File: src/rtl/rv_ctrl_pkg.sv
// +----------------------------------------------------------------------+
// | rv_ctrl_pkg: opcodes, ALUOp encodings and the decoded control bundle |
// | Revision: 1.0                                                        |
// +----------------------------------------------------------------------+
`default_nettype none

package rv_ctrl_pkg;

  localparam logic [6:0] OP_R  = 7'b0110011;
  localparam logic [6:0] OP_I  = 7'b0010011;
  localparam logic [6:0] OP_S  = 7'b0100011;
  localparam logic [6:0] OP_SB = 7'b1100011;
  localparam logic [6:0] OP_L  = 7'b0000011;

  localparam int CTRL_W = 8;
  localparam int REG_W  = 5;

  typedef enum logic [1:0] {
    ALUOP_ADD   = 2'b00,
    ALUOP_BR    = 2'b01,
    ALUOP_FUNCT = 2'b10
  } alu_op_e;

  // Field order is fixed so the bundle packs to the same 8-bit word everywhere.
  typedef struct packed {
    logic    alu_src;
    logic    mem_to_reg;
    logic    reg_write;
    logic    mem_read;
    logic    mem_write;
    logic    branch;
    alu_op_e alu_op;
  } ctrl_t;

endpackage

`default_nettype wire

File: src/rtl/hazard_detect.sv
// +----------------------------------------------------------------------+
// | hazard_detect: load-use hazard between the EX load and the ID reader |
// | Revision: 1.0                                                        |
// +----------------------------------------------------------------------+
`default_nettype none

module hazard_detect
  import rv_ctrl_pkg::*;
(
  input  logic             ex_valid,
  input  logic             ex_mem_read,
  input  logic [REG_W-1:0] ex_rd,
  input  logic             id_valid,
  input  logic             id_alu_src,
  input  logic             id_mem_write,
  input  logic [REG_W-1:0] id_rs1,
  input  logic [REG_W-1:0] id_rs2,
  output logic             hazard
);

  logic w_uses_rs2;
  logic w_load_in_ex;
  logic w_rs1_match;
  logic w_rs2_match;

  // I-type and loads take the immediate, so their rs2 field is not a real read.
  assign w_uses_rs2   = ~id_alu_src | id_mem_write;
  assign w_load_in_ex = ex_valid & ex_mem_read & (ex_rd != '0);
  assign w_rs1_match  = (ex_rd == id_rs1);
  assign w_rs2_match  = w_uses_rs2 & (ex_rd == id_rs2);

  assign hazard = w_load_in_ex & id_valid & (w_rs1_match | w_rs2_match);

endmodule

`default_nettype wire

File: src/rtl/id_ex_stage.sv
// +----------------------------------------------------------------------+
// | id_ex_stage: ID/EX pipeline register with load-use stall and flush   |
// | Revision: 1.0                                                        |
// +----------------------------------------------------------------------+
`default_nettype none

module id_ex_stage
  import rv_ctrl_pkg::*;
#(
  parameter int XLEN  = 32,
  parameter int CNT_W = 16
) (
  input  logic             clk,
  input  logic             rst_n,
  input  logic             id_valid,
  input  logic             id_branch,
  input  logic             id_mem_read,
  input  logic             id_mem_to_reg,
  input  logic             id_mem_write,
  input  logic             id_alu_src,
  input  logic             id_reg_write,
  input  logic [1:0]       id_alu_op,
  input  logic [3:0]       id_funct,
  input  logic [REG_W-1:0] id_rs1,
  input  logic [REG_W-1:0] id_rs2,
  input  logic [REG_W-1:0] id_rd,
  input  logic [XLEN-1:0]  id_rdata1,
  input  logic [XLEN-1:0]  id_rdata2,
  input  logic [XLEN-1:0]  id_imm,
  input  logic [XLEN-1:0]  id_pc,
  input  logic             flush,
  output logic             ex_valid,
  output logic             ex_branch,
  output logic             ex_mem_read,
  output logic             ex_mem_to_reg,
  output logic             ex_mem_write,
  output logic             ex_alu_src,
  output logic             ex_reg_write,
  output logic [1:0]       ex_alu_op,
  output logic [3:0]       ex_funct,
  output logic [REG_W-1:0] ex_rs1,
  output logic [REG_W-1:0] ex_rs2,
  output logic [REG_W-1:0] ex_rd,
  output logic [XLEN-1:0]  ex_rdata1,
  output logic [XLEN-1:0]  ex_rdata2,
  output logic [XLEN-1:0]  ex_imm,
  output logic [XLEN-1:0]  ex_pc,
  output logic             pc_write,
  output logic             if_id_write,
  output logic [CNT_W-1:0] stall_count,
  output logic [CNT_W-1:0] flush_count
);

  ctrl_t            r_ctrl;
  logic             r_valid;
  logic [3:0]       r_funct;
  logic [REG_W-1:0] r_rs1;
  logic [REG_W-1:0] r_rs2;
  logic [REG_W-1:0] r_rd;
  logic [XLEN-1:0]  r_rdata1;
  logic [XLEN-1:0]  r_rdata2;
  logic [XLEN-1:0]  r_imm;
  logic [XLEN-1:0]  r_pc;
  logic [CNT_W-1:0] r_stall_cnt;
  logic [CNT_W-1:0] r_flush_cnt;

  ctrl_t w_id_ctrl;
  logic  w_hazard;
  logic  w_stall;
  logic  w_bubble;

  assign w_id_ctrl = '{alu_src:    id_alu_src,
                       mem_to_reg: id_mem_to_reg,
                       reg_write:  id_reg_write,
                       mem_read:   id_mem_read,
                       mem_write:  id_mem_write,
                       branch:     id_branch,
                       alu_op:     alu_op_e'(id_alu_op)};

  hazard_detect u_hazard_detect (
    .ex_valid     (r_valid),
    .ex_mem_read  (r_ctrl.mem_read),
    .ex_rd        (r_rd),
    .id_valid     (id_valid),
    .id_alu_src   (id_alu_src),
    .id_mem_write (id_mem_write),
    .id_rs1       (id_rs1),
    .id_rs2       (id_rs2),
    .hazard       (w_hazard)
  );

  // A flush already discards the ID instruction, and reset must leave the PC free.
  assign w_stall     = w_hazard & ~flush & rst_n;
  assign w_bubble    = flush | w_stall;
  assign pc_write    = ~w_stall;
  assign if_id_write = ~w_stall;

  always_ff @(posedge clk) begin
    if (!rst_n || w_bubble) begin
      r_valid  <= 1'b0;
      r_ctrl   <= '0;
      r_funct  <= '0;
      r_rs1    <= '0;
      r_rs2    <= '0;
      r_rd     <= '0;
      r_rdata1 <= '0;
      r_rdata2 <= '0;
      r_imm    <= '0;
      r_pc     <= '0;
    end else begin
      r_valid  <= id_valid;
      r_ctrl   <= id_valid ? w_id_ctrl : '0;
      r_funct  <= id_funct;
      r_rs1    <= id_rs1;
      r_rs2    <= id_rs2;
      r_rd     <= id_rd;
      r_rdata1 <= id_rdata1;
      r_rdata2 <= id_rdata2;
      r_imm    <= id_imm;
      r_pc     <= id_pc;
    end
  end

  // Counters hold at all-ones instead of wrapping.
  always_ff @(posedge clk) begin
    if (!rst_n) begin
      r_stall_cnt <= '0;
      r_flush_cnt <= '0;
    end else begin
      if (flush && (r_flush_cnt != '1)) begin
        r_flush_cnt <= r_flush_cnt + CNT_W'(1);
      end
      if (w_stall && (r_stall_cnt != '1)) begin
        r_stall_cnt <= r_stall_cnt + CNT_W'(1);
      end
    end
  end

  assign ex_valid      = r_valid;
  assign ex_branch     = r_ctrl.branch;
  assign ex_mem_read   = r_ctrl.mem_read;
  assign ex_mem_to_reg = r_ctrl.mem_to_reg;
  assign ex_mem_write  = r_ctrl.mem_write;
  assign ex_alu_src    = r_ctrl.alu_src;
  assign ex_reg_write  = r_ctrl.reg_write;
  assign ex_alu_op     = r_ctrl.alu_op;
  assign ex_funct      = r_funct;
  assign ex_rs1        = r_rs1;
  assign ex_rs2        = r_rs2;
  assign ex_rd         = r_rd;
  assign ex_rdata1     = r_rdata1;
  assign ex_rdata2     = r_rdata2;
  assign ex_imm        = r_imm;
  assign ex_pc         = r_pc;
  assign stall_count   = r_stall_cnt;
  assign flush_count   = r_flush_cnt;

endmodule

`default_nettype wire
File: config.mk
export PLATFORM = sky130hd
export DESIGN_NAME = id_ex_stage
export DESIGN_NICKNAME = d
export VERILOG_FILES = /design/src/rtl/rv_ctrl_pkg.sv /design/src/rtl/hazard_detect.sv /design/src/rtl/id_ex_stage.sv
export SDC_FILE = /design/constraint.sdc
export NUM_CORES = 1
export LEC_CHECK = 0
export ABC_CLOCK_PERIOD_IN_PS = 2500
export BUFFER_PORTS_ARGS = -buffer_cell sky130_fd_sc_hd__clkbuf_2
export CAP_MARGIN = 30
export CORE_AREA = 2 2 136 138
export DETAILED_ROUTE_END_ITERATION = 8
export DIE_AREA = 0 0 138 140
export PLACE_DENSITY = 0.64
export RECOVER_POWER = 100
export SYNTH_ARGS = -nofsm -noshare
export SYNTH_HDL_FRONTEND = slang
export SYNTH_SLANG_ARGS = --single-unit
File: constraint.sdc
create_clock -name clk -period 2.5 [get_ports clk]
set_input_delay 0.125 -clock clk [delete_from_list [all_inputs] [get_ports clk]]
set_output_delay 0.125 -clock clk [all_outputs]
set_load 0.01 [all_outputs]
==> results of run 1 <==
## report_power, final
group	switching, µW	total, µW	internal [µW]
Combinational	266	612	346
Sequential	38.2	3130	3090
Clock	1270	2610	1340
Total	1580	6360	4780
## logic make-up (layout without fill, tap and decap cells)
logic type	count (synthesis)	after routing	share of synthesized area, %
mux	10	10	1.64
buf+inv	38	548	2.85
fa+ha+maj	2	2	0.410
compound gates	32	32	4.04
flops	188	188	61.6
simple gates	263	263	26.3
xor+xnor	22	22	3.16
## what timing repair did
item,in CTS,in global routing
endpoints found under the hold margin,153,0
endpoints found under the setup margin,0,0
hold buffers,153,0
## metrics by stage
stage	instance area [µm²]	utilization, %
after global routing	9850	55.4
after global placement	8040	45.2
after CTS	10200	57.1
after floorplan	6110	-
after detailed placement	8040	45.2
final	9850	55.4
## final timing paths
kind,from,end,slack (ps)
max reg2reg,ex_rd[0],ex_rdata1[26],210
max,ex_rd[0],ex_rdata1[26],210
min reg2reg,stall_count[7],stall_count[7],490
min,id_mem_write,ex_mem_write,8
## final cells by class
class | instances | area, µm² | share of cell area, %
repair buffers | 506 | 3070 | 31.1
clock inverters | 14 | 150 | 1.52
clock buffers | 18 | 429 | 4.36
well taps | 229 | 287 | 2.91
flip-flops and latches | 188 | 3760 | 38.2
inverters | 10 | 37.5 | 0.381
multi-input cells | 329 | 2120 | 21.5
## worst register-to-register path, stage by stage (launching register included)
cell and delay, ps:
dfxtp_1 380, nor4_1 510, a211oi_4 180, inv_1 100, o21ba_1 130, buf_4 580
and2_0 340
## placed cells by master (no fill, tap or decap), types with 3 or more instances in the layout
cell,count
and2_0,49
nor4_1,10
nand3_1,14
xnor2_1,9
clkbuf_1,192
dfxtp_1,188
mux2i_1,10
clkinv_4,3
nor2_1,18
buf_4,3
or4_1,5
nand2b_1,8
or3_1,4
and2_1,102
o211ai_1,3
nand4_1,10
and3_1,12
nor3_1,5
inv_8,6
and4_1,3
o31ai_1,6
clkbuf_2,158
nand2_1,20
a21oi_1,12
dlygate4sd3_1,153
inv_1,10
clkbuf_16,17
o21ai_0,3
xor2_1,13
## metal layers
layer | up-vias | part of all wire (%) | GRT usage, %
met2 | 246 | 50 | 34.2
li1 | 2800 | - | -
met5 | - | 0 | 0
met3 | 21 | 7.4 | 6.05
met4 | 0 | 1.5 | 5.59
met1 | 2505 | 41 | 21.9
==> metrics, run 1 <==
initial antenna violation count 0; final wirelength 18800 µm; Max-cap violations 0; DRC Markers 0; TritonCTS Buffers 17; fill cell count between 1500 and 2000; Clock Tree Buf Depth 2; PwrDens ~650 nW/µm²; Die Area between 15000 and 20000 µm²; CP top delay family simple AND/OR/NAND/NOR gates; crit-path cells nor4_1 -> a211oi_4 -> inv_1 -> o21ba_1 -> buf_4 -> and2_0; placed wire-length estimate about 13000 µm; largest net degree at the start of global routing slightly above 100; area of the mapped netlist just over 6000 µm²; most common cell in the netlist dfxtp_1; H-tree Lvls 4; syn_nets 716; arrival time worst endpoint about 2600 ps; Die W around 140 µm; Clk Latency, worst-skew pair between 400 and 500 ps; non-filler cells, final around 1300; Crit path largest cell delay ~580 ps; RSZ-0062 raised after global routing no; Post-synth EDFFs 0; gpl congestion about 0.8; ys flop type dfxtp_1; Worst Hold Class in2reg; Post-CTS Setup Repair Bufs 0; crit share post-route about 90%; Register-to-Register Path Depth 6; Synth Register Bits between 150 and 200; PnR worst setup slack between 200 and 250 ps; Placed Cells between 1000 and 1500; vias in the first global route 5679; top cell type's share of synthesized area 61.6%; Synth area leaders dfxtp_1 62%, and2_1 15%, xor2_1 1.9%; startpoint types register; Clock Skew approximately 8.5 ps; CP Class reg2reg; worst path required time between 2000 and 3000 ps; I/O pin count 349; sequential element share of the synthesized area roughly three fifths; area grow syn2layout 61.3%; status finished, final reports clean; vias post-DR 5572; core area 17800 µm²; TritonRoute pass-1 iters 4; die height between 100 and 150 µm; Least-Margin Pin Slew between 700 and 800 ps; LEAKAGE between 0.004 and 0.005 µW; Levels on crit path 6; maximum VDD drop 0.432 mV; share of layout cells above drive strength 1 18.5%; syn avg cell area 11.0 µm²; Critical Path End Type register; most frequent cells after synthesis 188 x dfxtp_1, 151 x and2_1, 20 x nand2_1; Max Slew Vio Count 0; grt total ovfl 0; FP Rows 49; Worst slew margin a little under half; Worst Hold Margin 7.59 ps; clock-pin slew on the worst setup and hold paths 80 ps; starting density of the core between 30% and 40%; GRT Util Overall a little under a fifth; Unique masters post-synth 38; fmax between 0.4 and 0.5 GHz; clock sink total roughly 190; critical path's slowest cell buf_4; pre-CTS setup slack about 230 ps; Vias/cell between 4 and 5; wire per inst about 14 µm; CTS tree built; first-pass GRT wire length a little under 30000 µm; Yosys top cell by area dfxtp_1; Post-Syn Instances approximately 560; setup tns final 0 ps; fin crit period between 2000 and 2500 ps; final setup vio count 0; Final Hold Vio Count 0; # diodes 0; Final #Nets between 1000 and 1500; WP buf/inv 2; root buffer cell clkbuf_16; Crit Path Max Fanout 101; hold path depth 2; port bufs roughly 350; Yosys warning total 0; Routed Antenna Nets 0; Async S/R FF share, synth 0%; post-CTS sizing 0; Pwr Total approximately 6400 µW; DRT iter0 DRCs approximately 250
Note: power is estimated with default switching activity, not from simulation.
==> run 2, diff against run 1 <==
Settings changed: CORE_AREA 2 2 136 138 to 8 8 131 133, DIE_AREA 0 0 138 140 to 0 0 139 141, PLACE_DENSITY 0.64 to 0.74.
==> metrics, run 2 (synthesis results as in run 1) <==
TritonRoute pass-1 iters 4 (unchanged); vias in the first global route 6112 (was 5679); crit share post-route 88.4% (was 91.5%); setup tns final 0 ps (unchanged); startpoint types primary input (was register); vias post-DR 5754 (was 5572); I/O pin count 349 (unchanged); Final Hold Vio Count 0 (unchanged); Final #Nets 1215 (was 1213); die height 141 µm (was 140 µm); worst path required time 2380 ps (was 2860 ps); sw power 1520 µW (was 1580 µW); TritonCTS Buffers 17 (unchanged); final wirelength 22400 µm (was 18800 µm); Die W 139 µm (was 138 µm); FP Rows 45 (was 49); Worst Hold Class in2reg (unchanged); Least-Margin Pin Slew 728 ps (was 795 ps); gpl congestion 0.868 (was 0.784); clock sink total 188 (unchanged); Worst slew margin 51.5% (was 47.0%); Seq pwr share 48.6% (was 49.3%); fill cell count 1182 (was 1614); switching part of the total power 23.6% (was 24.8%); initial antenna violation count 2 (was 0); combinational share of power 9.9% (was 9.6%); Worst Hold Margin 53.6 ps (was 7.59 ps); fmax 0.452 GHz (was 0.437 GHz); Max Slew Vio Count 0 (unchanged); commonest non-fill, non-tap cell in the layout clkbuf_1 (unchanged); wire per inst 17.8 µm (was 14.5 µm); Critical Path End Type output port (was register); Clock Tree Buf Depth 2 (unchanged); fin crit period 2210 ps (was 2290 ps); status finished, final reports clean (unchanged); placed wire-length estimate 15000 µm (was 12800 µm); non-filler cells, final 1257 (was 1294); maximum VDD drop 0.632 mV (was 0.432 mV); CP Class in2out (was reg2reg); Routed Antenna Nets 0 (unchanged); final setup vio count 0 (unchanged); PwrDens 656 nW/µm² (was 645 nW/µm²); Post-Route Utilization 65.7% (was 55.4%); clock-pin slew on the worst setup and hold paths 70 ps (was 80 ps); LEAKAGE 0.00411 µW (about the same); post-CTS sizing 0 (unchanged); WP buf/inv 4 (was 2); Placed Cells 1069 (was 1109); area grow syn2layout 61.1% (was 61.3%); area occupied by multi-input gates 2110 µm² (was 2120 µm²); crit-path cells dlygate4sd3_1 -> clkbuf_2 -> xor2_1 -> a2111oi_4 -> a32oi_1 -> buf_4 -> nand2b_1 -> clkbuf_1 (was nor4_1 -> a211oi_4 -> inv_1 -> o21ba_1 -> buf_4 -> and2_0); Clock Skew 13.6 ps (was 8.50 ps); Max-cap violations 0 (unchanged); Vias/cell 4.58 (was 4.31); arrival time worst endpoint 2090 ps (was 2640 ps); CTS tree built (unchanged); power share of the clock group 41.6% (was 41.1%); core area 15000 µm² (was 17800 µm²); share of layout cells above drive strength 1 18.6% (was 18.5%); dpl cell area 8010 µm² (was 8040 µm²); H-tree Lvls 4 (unchanged); Internal 4930 µW (was 4780 µW); commonest non-fill, non-tap cells in the layout 191 x clkbuf_1, 188 x dfxtp_1, 160 x clkbuf_2, 154 x dlygate4sd3_1, 95 x and2_1 (was 192 x clkbuf_1, 188 x dfxtp_1, 158 x clkbuf_2, 153 x dlygate4sd3_1, 102 x and2_1); RSZ-0062 raised after global routing no (unchanged); port bufs 348 (unchanged); Die Area 19600 µm² (was 19300 µm²); GRT Util Overall 22.2% (was 19.1%); root buffer cell clkbuf_16 (unchanged); starting density of the core 40.8% (was 34.3%); grt total ovfl 0 (unchanged); DRC Markers 0 (unchanged); Design Area, Final 9840 µm² (was 9850 µm²); DRT iter0 DRCs 345 (was 246); Clk Latency, worst-skew pair 420 ps (about the same); critical path's slowest cell dlygate4sd3_1 (was buf_4); CP top delay family buffers and inverters (was simple AND/OR/NAND/NOR gates); first-pass GRT wire length 34000 µm (was 29600 µm); largest net degree at the start of global routing 110 (was 102); Crit Path Max Fanout 25 (was 101); FF+latch area 3760 µm² (unchanged); Crit path largest cell delay 580 ps (about the same)
==> run 2: metal layers <==
metal | global-route usage, % | routed length, µm | vias up
met5 | 0 | 0 | -
met4 | 9.07 | 550 | 0
met3 | 9.89 | 2190 | 37
met2 | 39.8 | 11300 | 268
met1 | 22.1 | 8380 | 2634
li1 | - | - | 2815
==> run 2: path summary, 6_finish.rpt <==
path	slack [ps]	cells past startpoint	end	start
max	290	8	pc_write	id_rs2[4]
min	50	2	ex_alu_src	id_alu_src
max reg2reg	310	6	ex_rdata1[0]	ex_rd[0]
min reg2reg	490	2	stall_count[7]	stall_count[7]
==> run 2: power by group through the flow <==
stage,Combinational [µW],Clock [µW],Sequential [µW]
after global routing,685,2870,3140
after global placement,456,0,3200
after floorplan,138,0,3250
after CTS,662,2730,3130
final,636,2680,3130
after detailed placement,462,0,3200
==> run 2: final cells by class <==
cell class	instances	share of cell area, %
well taps	188	2.39
inverters	10	0.382
flip-flops and latches	188	38.3
diodes	2	0.0509
clock buffers	20	4.74
multi-input cells	329	21.5
repair buffers	508	31.4
clock inverters	12	1.34
==> run 2: worst register-to-register path, cell delays in order, from the launching register on <==
cell	delay, ps
dfxtp_1	350
nor4_1	500
a211oi_4	180
inv_1	100
o21ba_1	160
clkbuf_2	590
and2_0	250
==> run 2: what timing repair did <==
action / 4_1_cts / 5_1_grt
hold endpoints to repair: 154 / 0
hold buffers: 154 / 0
setup buffers: 0 / 0
==> run 2: stage by stage <==
stage	worst slack (ps)	total power [µW]
global placement	578	3650
global route	104	6700
finish	290	6450
CTS	283	6520
floorplan	707	3390
detailed placement	509	3660
